File: config.mk
export PLATFORM = sky130hd
export DESIGN_NAME = hex_sb_ctrl
export DESIGN_NICKNAME = d
export VERILOG_FILES = /design/src/rtl/peripheral_pkg.sv /design/src/rtl/hex_digit_decoder.sv /design/src/rtl/hex_sb_ctrl.sv
export SDC_FILE = /design/constraint.sdc
export NUM_CORES = 1
export LEC_CHECK = 0
export CAP_MARGIN = 20
export CORE_MARGIN = 3
export CORE_UTILIZATION = 36
export DETAILED_ROUTE_END_ITERATION = 10
export GPL_ROUTABILITY_DRIVEN = 0
export PLACE_DENSITY = 0.74
export SYNTH_ARGS = -nofsm -noshare
export SYNTH_HDL_FRONTEND = slang
export SYNTH_SLANG_ARGS = --single-unit
export TNS_END_PERCENT = 100
File: constraint.sdc
create_clock -name clk_i -period 3.1 [get_ports clk_i]
set_input_delay 0.31 -clock clk_i [delete_from_list [all_inputs] [get_ports clk_i]]
set_output_delay 0.31 -clock clk_i [all_outputs]
set_load 0.05 [all_outputs]
File: src/rtl/peripheral_pkg.sv
// Shared register map and defaults for the memory-mapped display peripherals.
// The scan divider default also lives here so every instance starts from the same value.
package peripheral_pkg;

  localparam int SCAN_DIV_DEFAULT = 1024;
  localparam int NUM_DIGITS       = 8;

  localparam logic [31:0] DIGIT0_OFFSET = 32'h00;
  localparam logic [31:0] ENABLE_OFFSET = 32'h20;
  localparam logic [31:0] SWRST_OFFSET  = 32'h24;

  typedef enum logic [1:0] {
    REG_DIGIT  = 2'd0,
    REG_ENABLE = 2'd1,
    REG_SWRST  = 2'd2,
    REG_NONE   = 2'd3
  } reg_sel_e;

  // Classifies a word index (addr[5:2]) into the register it targets.
  function automatic reg_sel_e decode_reg(input logic [3:0] idx);
    logic [31:0] enable_off;
    logic [31:0] swrst_off;
    logic [31:0] digit_off;
    enable_off = ENABLE_OFFSET;
    swrst_off  = SWRST_OFFSET;
    digit_off  = DIGIT0_OFFSET;
    if (idx >= digit_off[5:2] && idx < enable_off[5:2]) begin
      decode_reg = REG_DIGIT;
    end else if (idx == enable_off[5:2]) begin
      decode_reg = REG_ENABLE;
    end else if (idx == swrst_off[5:2]) begin
      decode_reg = REG_SWRST;
    end else begin
      decode_reg = REG_NONE;
    end
  endfunction

endpackage

File: src/rtl/hex_digit_decoder.sv
// Combinational hex nibble to active-low 7-segment pattern, bit order {g,f,e,d,c,b,a}.
module hex_digit_decoder (
  input  logic [3:0] digit_i,
  output logic [6:0] seg_o
);

  always_comb begin
    seg_o = 7'h7F;
    case (digit_i)
      4'h0: seg_o = 7'h40;
      4'h1: seg_o = 7'h79;
      4'h2: seg_o = 7'h24;
      4'h3: seg_o = 7'h30;
      4'h4: seg_o = 7'h19;
      4'h5: seg_o = 7'h12;
      4'h6: seg_o = 7'h02;
      4'h7: seg_o = 7'h78;
      4'h8: seg_o = 7'h00;
      4'h9: seg_o = 7'h10;
      4'hA: seg_o = 7'h08;
      4'hB: seg_o = 7'h03;
      4'hC: seg_o = 7'h46;
      4'hD: seg_o = 7'h21;
      4'hE: seg_o = 7'h06;
      4'hF: seg_o = 7'h0E;
      default: seg_o = 7'h7F;
    endcase
  end

endmodule

File: src/rtl/hex_sb_ctrl.sv
// Eight-digit multiplexed hex display behind a simple bus: digit/enable registers,
// a scan divider stepping through slots, and registered active-low segment/anode outputs.
module hex_sb_ctrl
  import peripheral_pkg::*;
#(
  parameter int SCAN_DIV = SCAN_DIV_DEFAULT
) (
  input  logic        clk_i,
  input  logic        rst_i,
  input  logic        req_i,
  input  logic        write_enable_i,
  input  logic [31:0] addr_i,
  input  logic [31:0] write_data_i,
  output logic [31:0] read_data_o,
  output logic        ready_o,
  output logic [6:0]  hex_led_o,
  output logic [7:0]  hex_sel_o
);

  localparam int CNT_W = (SCAN_DIV > 1) ? $clog2(SCAN_DIV) : 1;
  localparam logic [CNT_W-1:0] CNT_MAX = CNT_W'(SCAN_DIV - 1);

  // Handshake: every cycle with req_i=1 is accepted at that rising edge (no wait
  // states); ready_o is high for exactly the following cycle, so back-to-back
  // requests give back-to-back ready pulses. Read data is valid while ready_o=1
  // and held until the next accepted read.

  logic [NUM_DIGITS-1:0][3:0] digit_q, digit_d;
  logic [7:0]                 enable_q, enable_d;
  logic [31:0]                rdata_q, rdata_d;
  logic                       ready_q, ready_d;
  logic [CNT_W-1:0]           cnt_q, cnt_d;
  logic [2:0]                 slot_q, slot_d;
  logic [7:0]                 sel_q, sel_d;
  logic [6:0]                 led_q, led_d;

  logic [3:0] reg_idx;
  reg_sel_e   reg_sel;
  logic [3:0] slot_digit;
  logic [6:0] slot_seg;

  logic unused_bits;
  assign unused_bits = ^{addr_i[31:6], addr_i[1:0], write_data_i[31:8]};

  assign reg_idx    = addr_i[5:2];
  assign reg_sel    = decode_reg(reg_idx);
  assign slot_digit = digit_q[slot_q];

  hex_digit_decoder u_dec (
    .digit_i (slot_digit),
    .seg_o   (slot_seg)
  );

  always_comb begin
    digit_d  = digit_q;
    enable_d = enable_q;
    rdata_d  = rdata_q;
    ready_d  = req_i;
    cnt_d    = cnt_q;
    slot_d   = slot_q;
    sel_d    = 8'hFF;
    led_d    = 7'h7F;

    if (req_i) begin
      if (write_enable_i) begin
        case (reg_sel)
          REG_DIGIT:  digit_d[reg_idx[2:0]] = write_data_i[3:0];
          REG_ENABLE: enable_d = write_data_i[7:0];
          REG_SWRST: begin
            digit_d  = '0;
            enable_d = 8'hFF;
          end
          default: ;
        endcase
      end else begin
        case (reg_sel)
          REG_DIGIT:  rdata_d = {28'd0, digit_q[reg_idx[2:0]]};
          REG_ENABLE: rdata_d = {24'd0, enable_q};
          default:    rdata_d = 32'd0;
        endcase
      end
    end

    if (cnt_q == CNT_MAX) begin
      cnt_d  = '0;
      slot_d = slot_q + 3'd1;
    end else begin
      cnt_d = cnt_q + CNT_W'(1);
    end

    // Outputs are recomputed from the current slot every cycle and registered,
    // so the pins never see decode glitches.
    if (enable_q[slot_q]) begin
      sel_d = ~(8'd1 << slot_q);
      led_d = slot_seg;
    end
  end

  always_ff @(posedge clk_i or posedge rst_i) begin
    if (rst_i) begin
      digit_q  <= '0;
      enable_q <= 8'hFF;
      rdata_q  <= 32'd0;
      ready_q  <= 1'b0;
      cnt_q    <= '0;
      slot_q   <= 3'd0;
      sel_q    <= 8'hFF;
      led_q    <= 7'h7F;
    end else begin
      digit_q  <= digit_d;
      enable_q <= enable_d;
      rdata_q  <= rdata_d;
      ready_q  <= ready_d;
      cnt_q    <= cnt_d;
      slot_q   <= slot_d;
      sel_q    <= sel_d;
      led_q    <= led_d;
    end
  end

  assign read_data_o = rdata_q;
  assign ready_o     = ready_q;
  assign hex_sel_o   = sel_q;
  assign hex_led_o   = led_q;

endmodule

== Yosys cells after proc, flatten, opt, wreduce, memory -nomap -nowiden ==
Memory sizes are Yosys's and may differ from the RTL's.
Index checks and enable logic that the tools add are counted.
Storage, ports and cells
  bits in read-only memories: 112
  memories: 1
  output and inout port bits: 48
  logic and storage cells: 57
  flip-flop bits (word level): 101
  input port bits: 68
Memories
  (name not given): words 16, bits a word 7, rd ports 1, clocked after Yosys merged registers in 0, wr ports 0, line hex_digit_decoder.sv:9  | case (digit_i)
Cells by class
  bitwise logic cells: 2
  shift-type cells: 1
  $lt $le $gt $ge: 5
  multiplexer cells: 18
  $add $sub $neg: 2
  reduce and logical (&&, ||, !) cells: 8
  equality and inequality tests: 5
Operator list (count)
  32-bit one-hot mux with 2 select lines: 1
  32-bit bitwise mux: 1
  8-bit one-hot mux with 2 select lines: 2
  4-bit binary-select mux with 3-bit select: 2
  4-bit demux with 3-bit select: 1
  4-bit 2-to-1 mux: 3
  10-bit by 1-bit adder with 10-bit output (second input constant): 1
  10-bit == test (second input constant): 1
  10-bit 2-to-1 mux: 1
  4-bit == test (second input constant): 2
  3-bit by 4-bit < comparator with 1-bit output (second input constant): 2
  8-bit 2-to-1 mux: 1
  8-bit inverter: 1
  1-bit by 3-bit << shifter with 8-bit output (first input constant): 1
  7-bit 2-to-1 mux: 1
  3-bit AND reduction: 2
  4-bit by 1-bit >= comparator with 1-bit output (second input constant): 1
  4-bit < comparator (second input constant): 1
  2-bit 2-to-1 mux: 2
  2-bit nonzero test: 2
  3-bit by 1-bit adder with 3-bit output (second input constant): 1
  1-bit binary-select mux with 3-bit select: 1
  3-bit by 1-bit >= comparator with 1-bit output (second input constant): 1
  2-bit by 1-bit == test with 1-bit output (second input constant): 1
  other kinds (6): 8

== Logic depth before layout (Yosys ltp) ==
Gate-level depths: netlist of run 1.
  depth after elaboration: 7
  depth in mapped cells: 8
  mapped depth without buffers: 7

== By module ==
A second synthesis of run 1 with hierarchy kept.
Unflattened totals
  cell total of the unflattened synthesis: 386
  area total of the unflattened synthesis: 4161.5 um^2
By module, submodules not included
  hex_sb_ctrl: cells each 354, area each 3886.2 um^2, times used 1, sequential area each 1955.6 um^2
  hex_digit_decoder: cells each 32, area each 275.3 um^2, times used 1, sequential area each 0.0 um^2

== Worst setup path after synthesis of run 1 ==
OpenSTA, ideal clock, no wires.
  path kind: flip-flop to flip-flop
  start: reg slot_q[1]
  end: reg led_q[4], in the netlist hex_led_o[4]
  stages on the path, launching flop included: 8
  setup time: 0.081 ns
  setup slack: 0.883 ns
  clock period less this slack: 2.217 ns
  arrival: 2.135 ns
  data required time: 3.019 ns
  path buffers: 1
  cell sequence: dfrtp_1 > buf_6 > mux4_1 > mux2i_1 > ha_1 > nor2_1 > a221o_1 > o211ai_1
On the way
  cells in the longest elaborated chain, start to end: 4
  elaborated cells on any way between the ends: 6
  those cells by class: mux: 5; memory: 1
RTL lines
  from (decl): line hex_sb_ctrl.sv:33  | logic [2:0] slot_q, slot_d;
  from (signal assigned): line hex_sb_ctrl.sv:115  | slot_q <= slot_d;
  4-bit binary-select mux with 3-bit select: line hex_sb_ctrl.sv:47  | assign slot_digit = digit_q[slot_q];
  4-bit 2-to-1 mux (not written as such): line hex_sb_ctrl.sv:47
  memory read 16 x 7 bit
  7-bit 2-to-1 mux *: line hex_sb_ctrl.sv:93  | if (enable_q[slot_q]) begin
  net led_d[4]: line hex_sb_ctrl.sv:35  | logic [6:0] led_q, led_d;
  to (signal assigned): line hex_sb_ctrl.sv:117  | led_q <= led_d;
  to (decl): line hex_sb_ctrl.sv:35
The timed path passes the listed nets; every way through them passes the cells marked *. The select of a mux whose other input is x is not followed.
A chain may end at the register's enable or synchronous reset.

== Worst setup path in the final report of run 1 ==
  start: reg slot_q[1]
  end: reg led_q[3], in the netlist hex_led_o[3]
The elaborated chain is that of the path after synthesis.

==> results of run 1 <==
## through the flow
stage	cell area (um^2)	utilization, %	total power (W)	hold slack, ns	cells
floorplan	4240	-	0.00188	0.341	390
CTS	4900	44.2	0.00309	0.421	553
finish	4900	44.2	0.00307	0.387	553
detailed placement	4600	41.5	0.00207	0.479	537
global placement	4600	41.5	0.00205	0.464	537
global route	4900	44.2	0.00320	0.449	553
## logic make-up (layout without fill, tap and decap cells)
kind of cell    after synthesis  count (layout)  synth area share [%]
xor+xnor                      8               8                  1.69
compound gates               84              84                  15.7
mux                          37              37                  12.2
simple gates                 97              97                  11.9
other cells                   1              24                0.0903
buf+inv                      51              74                  7.71
fa+ha+maj                    12              12                  3.62
flops                        77              77                  47.1
## layout by cell type, fill, tap and decap left out, types with 3 or more instances in the layout
| cell | n |
|---|---|
| nand3_1 | 9 |
| mux2_2 | 13 |
| inv_1 | 7 |
| xnor2_1 | 4 |
| mux2i_1 | 14 |
| buf_4 | 8 |
| nand2b_1 | 5 |
| nor3_1 | 6 |
| clkdlybuf4s50_1 | 39 |
| conb_1 | 24 |
| ha_1 | 12 |
| a221oi_1 | 3 |
| dfrtp_1 | 54 |
| o22a_1 | 9 |
| and2_1 | 4 |
| dfstp_2 | 23 |
| o21ai_0 | 10 |
| clkbuf_16 | 9 |
| nor2_1 | 27 |
| a22o_1 | 29 |
| nand2_1 | 28 |
| mux4_2 | 4 |
| mux4_1 | 3 |
| nor2b_1 | 4 |
| o22ai_1 | 3 |
| o221ai_1 | 4 |
| a21oi_1 | 7 |
| xor2_1 | 4 |
## flip-flops by register name, indices dropped and copies added (netlist names)
signal,cells
cnt_q,10
digit_q,32
enable_q,8
hex_led_o,7
hex_sel_o,8
read_data_o,8
ready_o,1
slot_q,3
## area by class of cell
class / count / area (um^2)
Inverter: 10 / 37.5
Timing Repair Buffer: 48 / 470
Tap cell: 140 / 175
Fill cell: 1044 / 6180
Clock inverter: 7 / 68.8
Sequential cell: 77 / 1960
Multi-Input combinational cell: 262 / 1960
Clock buffer: 9 / 225
## final timing paths
path                           startpoint        endpoint  slack, ns  cells after the start
min in group clk_i         read_data_o[7]  read_data_o[7]       0.49                      2
hold reg to reg            read_data_o[7]  read_data_o[7]       0.49                      2
setup reg to reg                slot_q[1]    hex_led_o[3]       0.71                      8
max in group asynchronous           rst_i    hex_led_o[2]       2.00                      3
setup / recovery                slot_q[1]    hex_led_o[3]       0.71                      8
hold / removal                      rst_i     digit_q[29]       0.39                      2
## synth_stat cells (5+ instances only)
library cell,instances,area share [%]
dfrtp_1,54,33
a22o_1,29,6.1
nand2_1,28,2.5
nor2_1,27,2.4
buf_4,24,4.3
dfstp_2,23,15
mux2i_1,14,3.4
mux2_2,13,3.5
ha_1,12,3.6
o21ai_0,10,1.2
nand3_1,9,1.1
o22a_1,9,1.9
inv_1,8,0.72
a21oi_1,7,0.84
buf_2,7,0.84
nor3_1,6,0.72
clkbuf_1,5,0.45
nand2b_1,5,0.75
## routing by layer
layer  track usage, %  vias to the layer above
met5                0                        -
met4             4.81                        0
met3             4.19                       19
met2             24.0                       99
met1             19.4                     1464
li1                 -                     1383
## power groups by stage
stage	Clock (W)	Combinational, W	Sequential, W
CTS	0.00104	0.000769	0.00129
detailed placement	0	0.000763	0.00130
floorplan	0	0.000449	0.00143
global route	0.00108	0.000816	0.00130
global placement	0	0.000752	0.00130
finish	0.00102	0.000765	0.00129
==> metrics.md, run 1 <==
| Metric | Value |
|---|---|
| Int Pwr | `a little over 0.002 W` |
| Period Utilization, post-route | `between 70 and 80%` |
| FFs w/ async S/R, synth | `100%` |
| Total net switching power | `approximately 0.001 W` |
| Pre-CTS setup slack | `slightly above 0.6 ns` |
| Routed wl met2 | `4470 um` |
| Fin worst setup slack | `0.712 ns` |
| Flop pwr share | `around two fifths` |
| Largest net degree at the start of global routing | `just under 50` |
| Clk slew on worst S/H paths | `0.07 ns` |
| Power share of the clock group | `33.2%` |
| Final hold violations | `0` |
| Post-synthesis sequential area ratio | `a little under half` |
| Crit-path max FO | `12` |
| Worst path slowest cell | `dfrtp_1` |
| Post-detailed-route count of antenna-violating nets | `0` |
| Routed WL | `9150 um` |
| PwrDens | `627 nW/um^2` |
| First-pass GRT wire length | `15,100 um` |
| Diodes inserted | `0` |
| CTS-repair resized insts | `0` |
| Clk Tree Root Cell | `clkbuf_16` |
| Status | `complete, no violations` |
| Largest delay share family, worst path | `multiplexers` |
| Leakage | `approximately 2.1 nW` |
| RSZ-0062 raised after global routing | `no` |
| Fin crit period | `around 2.4 ns` |
| TritonCTS Buffers | `9` |
| Area growth, synth to finish | `17.9%` |
| Mapped Area | `~4200 um^2` |
| Skew-Pair Late Insertion Delay | `between 0.3 and 0.4 ns` |
| Logic pwr share | `between 20% and 30%` |
| FMAX | `about 0.42 GHz` |
| Rel. slew slack | `a little under three fifths` |
| Cells along the critical path | `buf_4 > mux4_1 > mux2_2 > clkinv_1 > ha_1 > nor3_1 > a211oi_2 > a21oi_2` |
| Row count | `38` |
| HPWL Detailed | `~6700 um` |
| DR iter-0 viols | `approximately 190` |
| Vias in the first global route | `2,972` |
| WP buf/inv | `2` |
| Port-buffer cells | `39` |
| CTS Hold Bufs | `0` |
| Yosys cell types | `between 50 and 60` |
| Starting Density | `between 30 and 40%` |
| Highest routed layer | `met4` |
| Core Area | `11,100 um^2` |
| Vias per inst | `5.36` |
| Mean Syn Cell Area | `around 11 um^2` |
| VDD IR max | `approximately 0.46 mV` |
| Nature of the critical path startpoint | `flip-flop` |
| Sink Count | `77` |
| Crit. End Element | `flip-flop` |
| Max cap viols | `0` |
| Setup violators final | `0` |
| Net Sw Frac | `33.1%` |
| Worst Path Required | `approximately 3.4 ns` |
| WL met3 | `~540 um` |
| WS Path Type | `flip-flop to flip-flop` |
| DRC | `0` |
| Setup repair bufs after CTS | `0` |
| Drt first pass iters | `4` |
| Met1 WL | `slightly below 4000 um` |
| Flops & latches, synth | `between 70 and 80` |
| Clock Tree Buf Depth | `2` |
| Nets | `just under 500` |
| Via count | `2,965` |
| Synth warnings | `0` |
| Drt wl/cell | `~17 um` |
| Crit path DAT | `2.67 ns` |
| Layout cells sized above 1 | `approximately 18%` |
| Final Skew | `around 0.0078 ns` |
| I/O pin total | `approximately 120` |
| Initial antenna violation count | `0` |
| Ys flop type | `dfrtp_1` |
| Least-Margin Pin Slew | `around 0.67 ns` |
| Die width | `113 um` |
| Tot GR Track Use | `14.9%` |
| Final TNS setup | `0 ns` |
| Max-slew violation count | `0` |
| Die ar. | `between 10,000 and 15,000 um^2` |
| Die Height | `around 110 um` |
| Deepest level of the CTS H-tree | `3` |
| GR Overflow Total | `0` |
| Hold/Removal Path Class | `input port to asynchronous set/reset pin` |
| CTS tree | `built` |
| EDFF count, synth | `0` |
| CP max stage delay | `between 0.5 and 0.6 ns` |
| Post-synthesis cell count | `about 370` |
No activity file was read; power rests on OpenSTA's default activity.
==> run 2: changes to the inputs <==
--- a/config.mk
+++ b/config.mk
@@ -10,7 +10,7 @@
 export CORE_UTILIZATION = 36
 export DETAILED_ROUTE_END_ITERATION = 10
 export GPL_ROUTABILITY_DRIVEN = 0
-export PLACE_DENSITY = 0.74
+export PLACE_DENSITY = 0.76
 export SYNTH_ARGS = -nofsm -noshare
 export SYNTH_HDL_FRONTEND = slang
 export SYNTH_SLANG_ARGS = --single-unit
==> constraint.sdc (replaced) <==
create_clock -name clk_i -period 2 [get_ports clk_i]
set_input_delay 0.2 -clock clk_i [delete_from_list [all_inputs] [get_ports clk_i]]
set_output_delay 0.2 -clock clk_i [all_outputs]
set_load 0.05 [all_outputs]
==> metrics.md, run 2 (synthesized netlist as in run 1, its figures left out) <==
| Metric | Value |
|---|---|
| DR iter-0 viols | `approximately 170` |
| Final hold violations | `0` |
| Die ar. | `between 10,000 and 15,000 um^2` |
| Initial antenna violation count | `0` |
| Crit. End Element | `flip-flop` |
| GR Overflow Total | `0` |
| Fin crit period | `around 2 ns` |
| Vias per inst | `~5.3` |
| Layout Cells excl Fill | `approximately 590` |
| Fin worst setup slack | `-0.0414 ns` |
| Diodes inserted | `0` |
| Failing checks | `negative setup slack` |
| HPWL Detailed | `slightly below 7000 um` |
| Skew-Pair Late Insertion Delay | `0.33 ns` |
| First-pass GRT wire length | `about 16,000 um` |
| Setup violators final | `6` |
| Reg2Reg Depth | `7` |
| Status | `complete, but fails checks` |
| Int Pwr | `between 0.003 and 0.004 W` |
| Final Util | `between 40% and 50%` |
| Flop2flop setup slack | `-0.04 ns` |
| RSZ-0062 raised after global routing | `yes` |
| Routed WL | `9500 um` |
| Final Skew | `roughly 0.006 ns` |
| Drt first pass iters | `5` |
| Placed insts | `572` |
| Max-slew violation count | `0` |
| Fillcell total | `~950` |
| WS Path Type | `flip-flop to flip-flop` |
| Flop pwr share | `between 40% and 50%` |
| Most frequent cells in the layout | `dfrtp_1, clkdlybuf4s50_1, buf_4` |
| Area after DPL | `around 4900 um^2` |
| Max reg flops | `32` |
| Final TNS setup | `-0.0859 ns` |
| Nets | `~530` |
| R2R Path End | `hex_led_o[4]` |
| FMAX | `roughly 0.49 GHz` |
| VDD IR max | `0.607 mV` |
| CTS tree | `built` |
| Max cap viols | `0` |
| Starting Density | `roughly 37%` |
| Nature of the critical path startpoint | `flip-flop` |
| Row count | `38` |
| Commonest non-fill, non-tap cell in the layout | `dfrtp_1` |
| I/O pin total | `around 120` |
| Power share of the clock group | `30.9%` |
| Die width | `around 110 um` |
| Reg-to-reg startpoint | `slot_q[1]` |
| Vias in the first global route | `around 3.3k` |
| Drt wl/cell | `between 15 and 20 um` |
| CTS Hold Bufs | `0` |
| PwrDens | `approximately 920 nW/um^2` |
| Sink Count | `a little under 80` |
| TritonCTS Buffers | `9` |
| Crit-path max FO | `5` |
| Period Utilization, post-route | `102%` |
| Worst Path Required | `between 2 and 2.5 ns` |
| Area growth, synth to finish | `28.1%` |
| Tot GR Track Use | `15.9%` |
| Net Sw Frac | `31.3%` |
| Logic pwr share | `between 20% and 30%` |
| Core Area | `between 10,000 and 15,000 um^2` |
| Clock Tree Buf Depth | `2` |
| Largest net degree at the start of global routing | `roughly 80` |
| Clk slew on worst S/H paths | `around 0.06 ns` |
| Port-buffer cells | `39` |
| Rel. slew slack | `between 60% and 70%` |
| Layout cells sized above 1 | `around 28%` |
| Largest registers | `digit_q x32, cnt_q x10` |
| Pre-CTS setup slack | `-0.0845 ns` |
| Clk Tree Root Cell | `clkbuf_16` |
| Via count | `3,122` |
| Leakage | `around 2.3 nW` |
| Design area | `between 5000 and 6000 um^2` |
| Hold/Removal Path Class | `input port to asynchronous set/reset pin` |
| Biggest register | `digit_q` |
| Deepest level of the CTS H-tree | `3` |
| Die Height | `around 110 um` |
| Total net switching power | `0.00154 W` |
| Post-detailed-route count of antenna-violating nets | `0` |
| Least-Margin Pin Slew | `around 0.53 ns` |
| DRC | `0` |
| Crit path DAT | `between 2 and 2.5 ns` |
## run 2: through the flow
step | power [W] | hold WS (ns)
2_1_floorplan | 0.00293 | 0.231
3_3_place_gp | 0.00329 | 0.460
3_5_place_dp | 0.00332 | 0.479
4_1_cts | 0.00493 | 0.350
5_1_grt | 0.00514 | 0.371
6_report | 0.00490 | 0.321
## run 2: repair_timing
action | in CTS | in global routing
setup endpoints to repair | 4 | 8
setup buffers | 3 | 0
resized for setup | 12 | 2
pin swaps | 5 | 0
## run 2: layer usage
layer	wire [um]	up-vias	part of all wire, %	track usage (%)
met2	4600	127	48	25.2
met4	119	0	1.3	5.53
li1	-	1450	-	-
met3	697	11	7.3	5.15
met1	4090	1534	43	20.7
met5	0	-	0	0
## run 2: layout make-up
type	instances	area, um^2	area share, %
Tap cell	140	175	3.29
Inverter	10	46.3	0.871
Clock inverter	3	21.3	0.400
Sequential cell	77	1960	36.8
Clock buffer	13	260	4.89
Timing Repair Buffer	86	826	15.5
Multi-Input combinational cell	262	2030	38.2
## run 2: critical path, cell delays in order, from the launching register on
cell and delay [ns]:
dfrtp_2 0.46, mux4_2 0.59, mux2i_4 0.21, buf_12 0.14
ha_4 0.15, nor2_2 0.04, a221o_1 0.25, o211ai_1 0.11
## run 2: worst max path at each step
stage,endpoint,cells after the start,slack (ns),startpoint
4_1_cts,hex_led_o[4],7,-0.02,slot_q[1]
3_5_place_dp,hex_led_o[3],7,-0.08,slot_q[1]
2_1_floorplan,hex_led_o[4],7,0.002,slot_q[1]
3_3_place_gp,hex_led_o[3],7,-0.06,slot_q[1]
5_1_grt,hex_led_o[4],7,-0.11,slot_q[1]
6_report,hex_led_o[4],7,-0.04,slot_q[1]
## run 2: power groups by stage
stage	combinational, W	sequential [W]	clock, W
floorplan	0.000712	0.00222	0
detailed placement	0.00130	0.00202	0
finish	0.00140	0.00199	0.00151
global placement	0.00128	0.00200	0
global route	0.00149	0.00202	0.00162
CTS	0.00139	0.00199	0.00155
==> run 3: changes to the inputs <==
==> constraint.sdc (replaced) <==
create_clock -name clk_i -period 2 [get_ports clk_i]
set_input_delay 0.3 -clock clk_i [delete_from_list [all_inputs] [get_ports clk_i]]
set_output_delay 0.3 -clock clk_i [all_outputs]
set_load 0.05 [all_outputs]
==> metrics.md, run 3 (synthesized netlist as in run 1, its figures left out) <==
| Metric | Value |
|---|---|
| Area growth, synth to finish | `28.5%` |
| Clock Tree Buf Depth | `2` |
| Nature of the critical path startpoint | `flip-flop` |
| WS Path Type | `flip-flop to flip-flop` |
| Drt wl/cell | `16.6 um` |
| Flop2flop setup slack | `-0.06 ns` |
| CTS tree | `built` |
| Worst Path Required | `2.25 ns` |
| Setup violators final | `3` |
| Port-buffer cells | `39` |
| Reg-to-reg startpoint | `slot_q[1]` |
| Commonest non-fill, non-tap cell in the layout | `dfrtp_1` |
| Critical path destination | `hex_led_o[4]` |
| Period Utilization, post-route | `103%` |
| Final Skew | `0.00759 ns` |
| Rel. slew slack | `between 60% and 70%` |
| Biggest register | `digit_q` |
| Reg2Reg Depth | `7` |
| Vias in the first global route | `~3.4k` |
| Drt first pass iters | `4` |
| Crit path DAT | `~2.3 ns` |
| Fin crit period | `between 2 and 2.5 ns` |
| Most frequent cells in the layout | `dfrtp_1, buf_4, clkdlybuf4s50_1` |
| FMAX | `~0.49 GHz` |
| Max cap viols | `0` |
| Starting Density | `between 30% and 40%` |
| Final TNS setup | `-0.157 ns` |
| Nets | `530` |
| Crit. End Element | `flip-flop` |
| DR iter-0 viols | `165` |
| Clk slew on worst S/H paths | `~0.060 ns` |
| PwrDens | `around 940 nW/um^2` |
| Max-slew violation count | `0` |
| GR Overflow Total | `0` |
| Post-detailed-route count of antenna-violating nets | `0` |
| Die Height | `between 100 and 150 um` |
| Failing checks | `negative setup slack` |
| Via count | `approximately 3.1k` |
| CP Launch Point | `slot_q[1]` |
| Sink Count | `77` |
| Die ar. | `between 10,000 and 15,000 um^2` |
| Vias per inst | `between 5 and 6` |
| Die width | `113 um` |
| Deepest level of the CTS H-tree | `3` |
| Least-Margin Pin Slew | `just over 0.5 ns` |
| DRC | `0` |
| R2R Path End | `hex_led_o[4]` |
| Fillcell total | `between 1k and 1.5k` |
| TritonCTS Buffers | `9` |
| Final hold violations | `0` |
| Diodes inserted | `0` |
| VDD IR max | `0.650 mV` |
| Status | `complete, but fails checks` |
| Largest registers | `digit_q x32, cnt_q x10` |
| Row count | `38` |
| Placed insts | `roughly 580` |
| First-pass GRT wire length | `16,500 um` |
| Max reg flops | `32` |
| Routed WL | `about 9900 um` |
| Hold/Removal Path Class | `input port to asynchronous set/reset pin` |
| Largest net degree at the start of global routing | `36` |
| Layout cells sized above 1 | `roughly 29%` |
| RSZ-0062 raised after global routing | `yes` |
| Skew-Pair Late Insertion Delay | `about 0.33 ns` |
| Crit-path max FO | `5` |
| Clk Tree Root Cell | `clkbuf_16` |
| Core Area | `around 11,000 um^2` |
| Fin worst setup slack | `-0.0602 ns` |
| Tot GR Track Use | `roughly 16%` |
| I/O pin total | `between 100 and 150` |
| HPWL Detailed | `about 7400 um` |
| Leakage | `between 2 and 2.5 nW` |
| Layout Cells excl Fill | `595` |
| Initial antenna violation count | `0` |
-- run 3: area by class of cell --
| type | instances | area (um^2) | share of cell area, % |
|---|---|---|---|
| Tap cell | 140 | 175 | 3.28 |
| Clock inverter | 7 | 80.1 | 1.50 |
| Inverter | 10 | 42.5 | 0.797 |
| Multi-Input combinational cell | 262 | 2020 | 37.8 |
| Sequential cell | 77 | 1960 | 36.7 |
| Timing Repair Buffer | 90 | 838 | 15.7 |
| Clock buffer | 9 | 225 | 4.22 |
-- run 3: timing repair --
action,4_1_cts,5_1_grt
pin swaps,5,1
buffers inserted,2,0
gates resized for setup,10,3
hold buffers,0,0
setup endpoints to repair,7,7
-- run 3: power breakdown --
| group | internal [W] | switching, W | leakage [nW] |
|---|---|---|---|
| clock | 0.000986 | 0.000680 | 0.149 |
| combinational | 0.000605 | 0.000777 | 1.22 |
| sequential | 0.00184 | 0.000149 | 0.947 |
| total | 0.00343 | 0.00161 | 2.32 |
-- run 3: worst min-delay path by stage --
stage | from | slack (ns) | to | depth (start not counted)
6_report | rst_i | 0.31 | digit_q[1] | 2
5_1_grt | rst_i | 0.35 | digit_q[17] | 2
4_1_cts | rst_i | 0.31 | digit_q[17] | 2
3_5_place_dp | read_data_o[0] | 0.47 | read_data_o[0] | 2
3_3_place_gp | cnt_q[9] | 0.46 | cnt_q[9] | 1
2_1_floorplan | req_i | 0.33 | ready_o | 0
-- run 3: metal layers --
metal	part of all wire (%)	vias up	global-route usage, %
met5	0	-	0
met4	3.0	0	7.53
met3	6.4	29	4.08
met2	50	115	27.1
met1	41	1543	19.8
li1	-	1451	-
-- run 3: critical path: stages (launching register included) --
cell	delay, ns
dfrtp_2	0.45
mux4_2	0.58
mux2i_4	0.26
buf_6	0.14
ha_4	0.15
nor2_1	0.04
a221o_1	0.27
o211ai_1	0.09
-- run 3: stage by stage --
stage | total power [W] | util, % | hold slack (ns) | instance area [um^2] | setup slack [ns]
after detailed placement | 0.00335 | 44.9 | 0.474 | 4980 | -0.185
final | 0.00504 | 48.2 | 0.307 | 5340 | -0.0602
after floorplan | 0.00294 | - | 0.331 | 4280 | -0.0528
after global routing | 0.00526 | 48.2 | 0.345 | 5340 | -0.142
after CTS | 0.00506 | 48.1 | 0.310 | 5330 | -0.0574
after global placement | 0.00330 | 44.9 | 0.458 | 4980 | -0.141
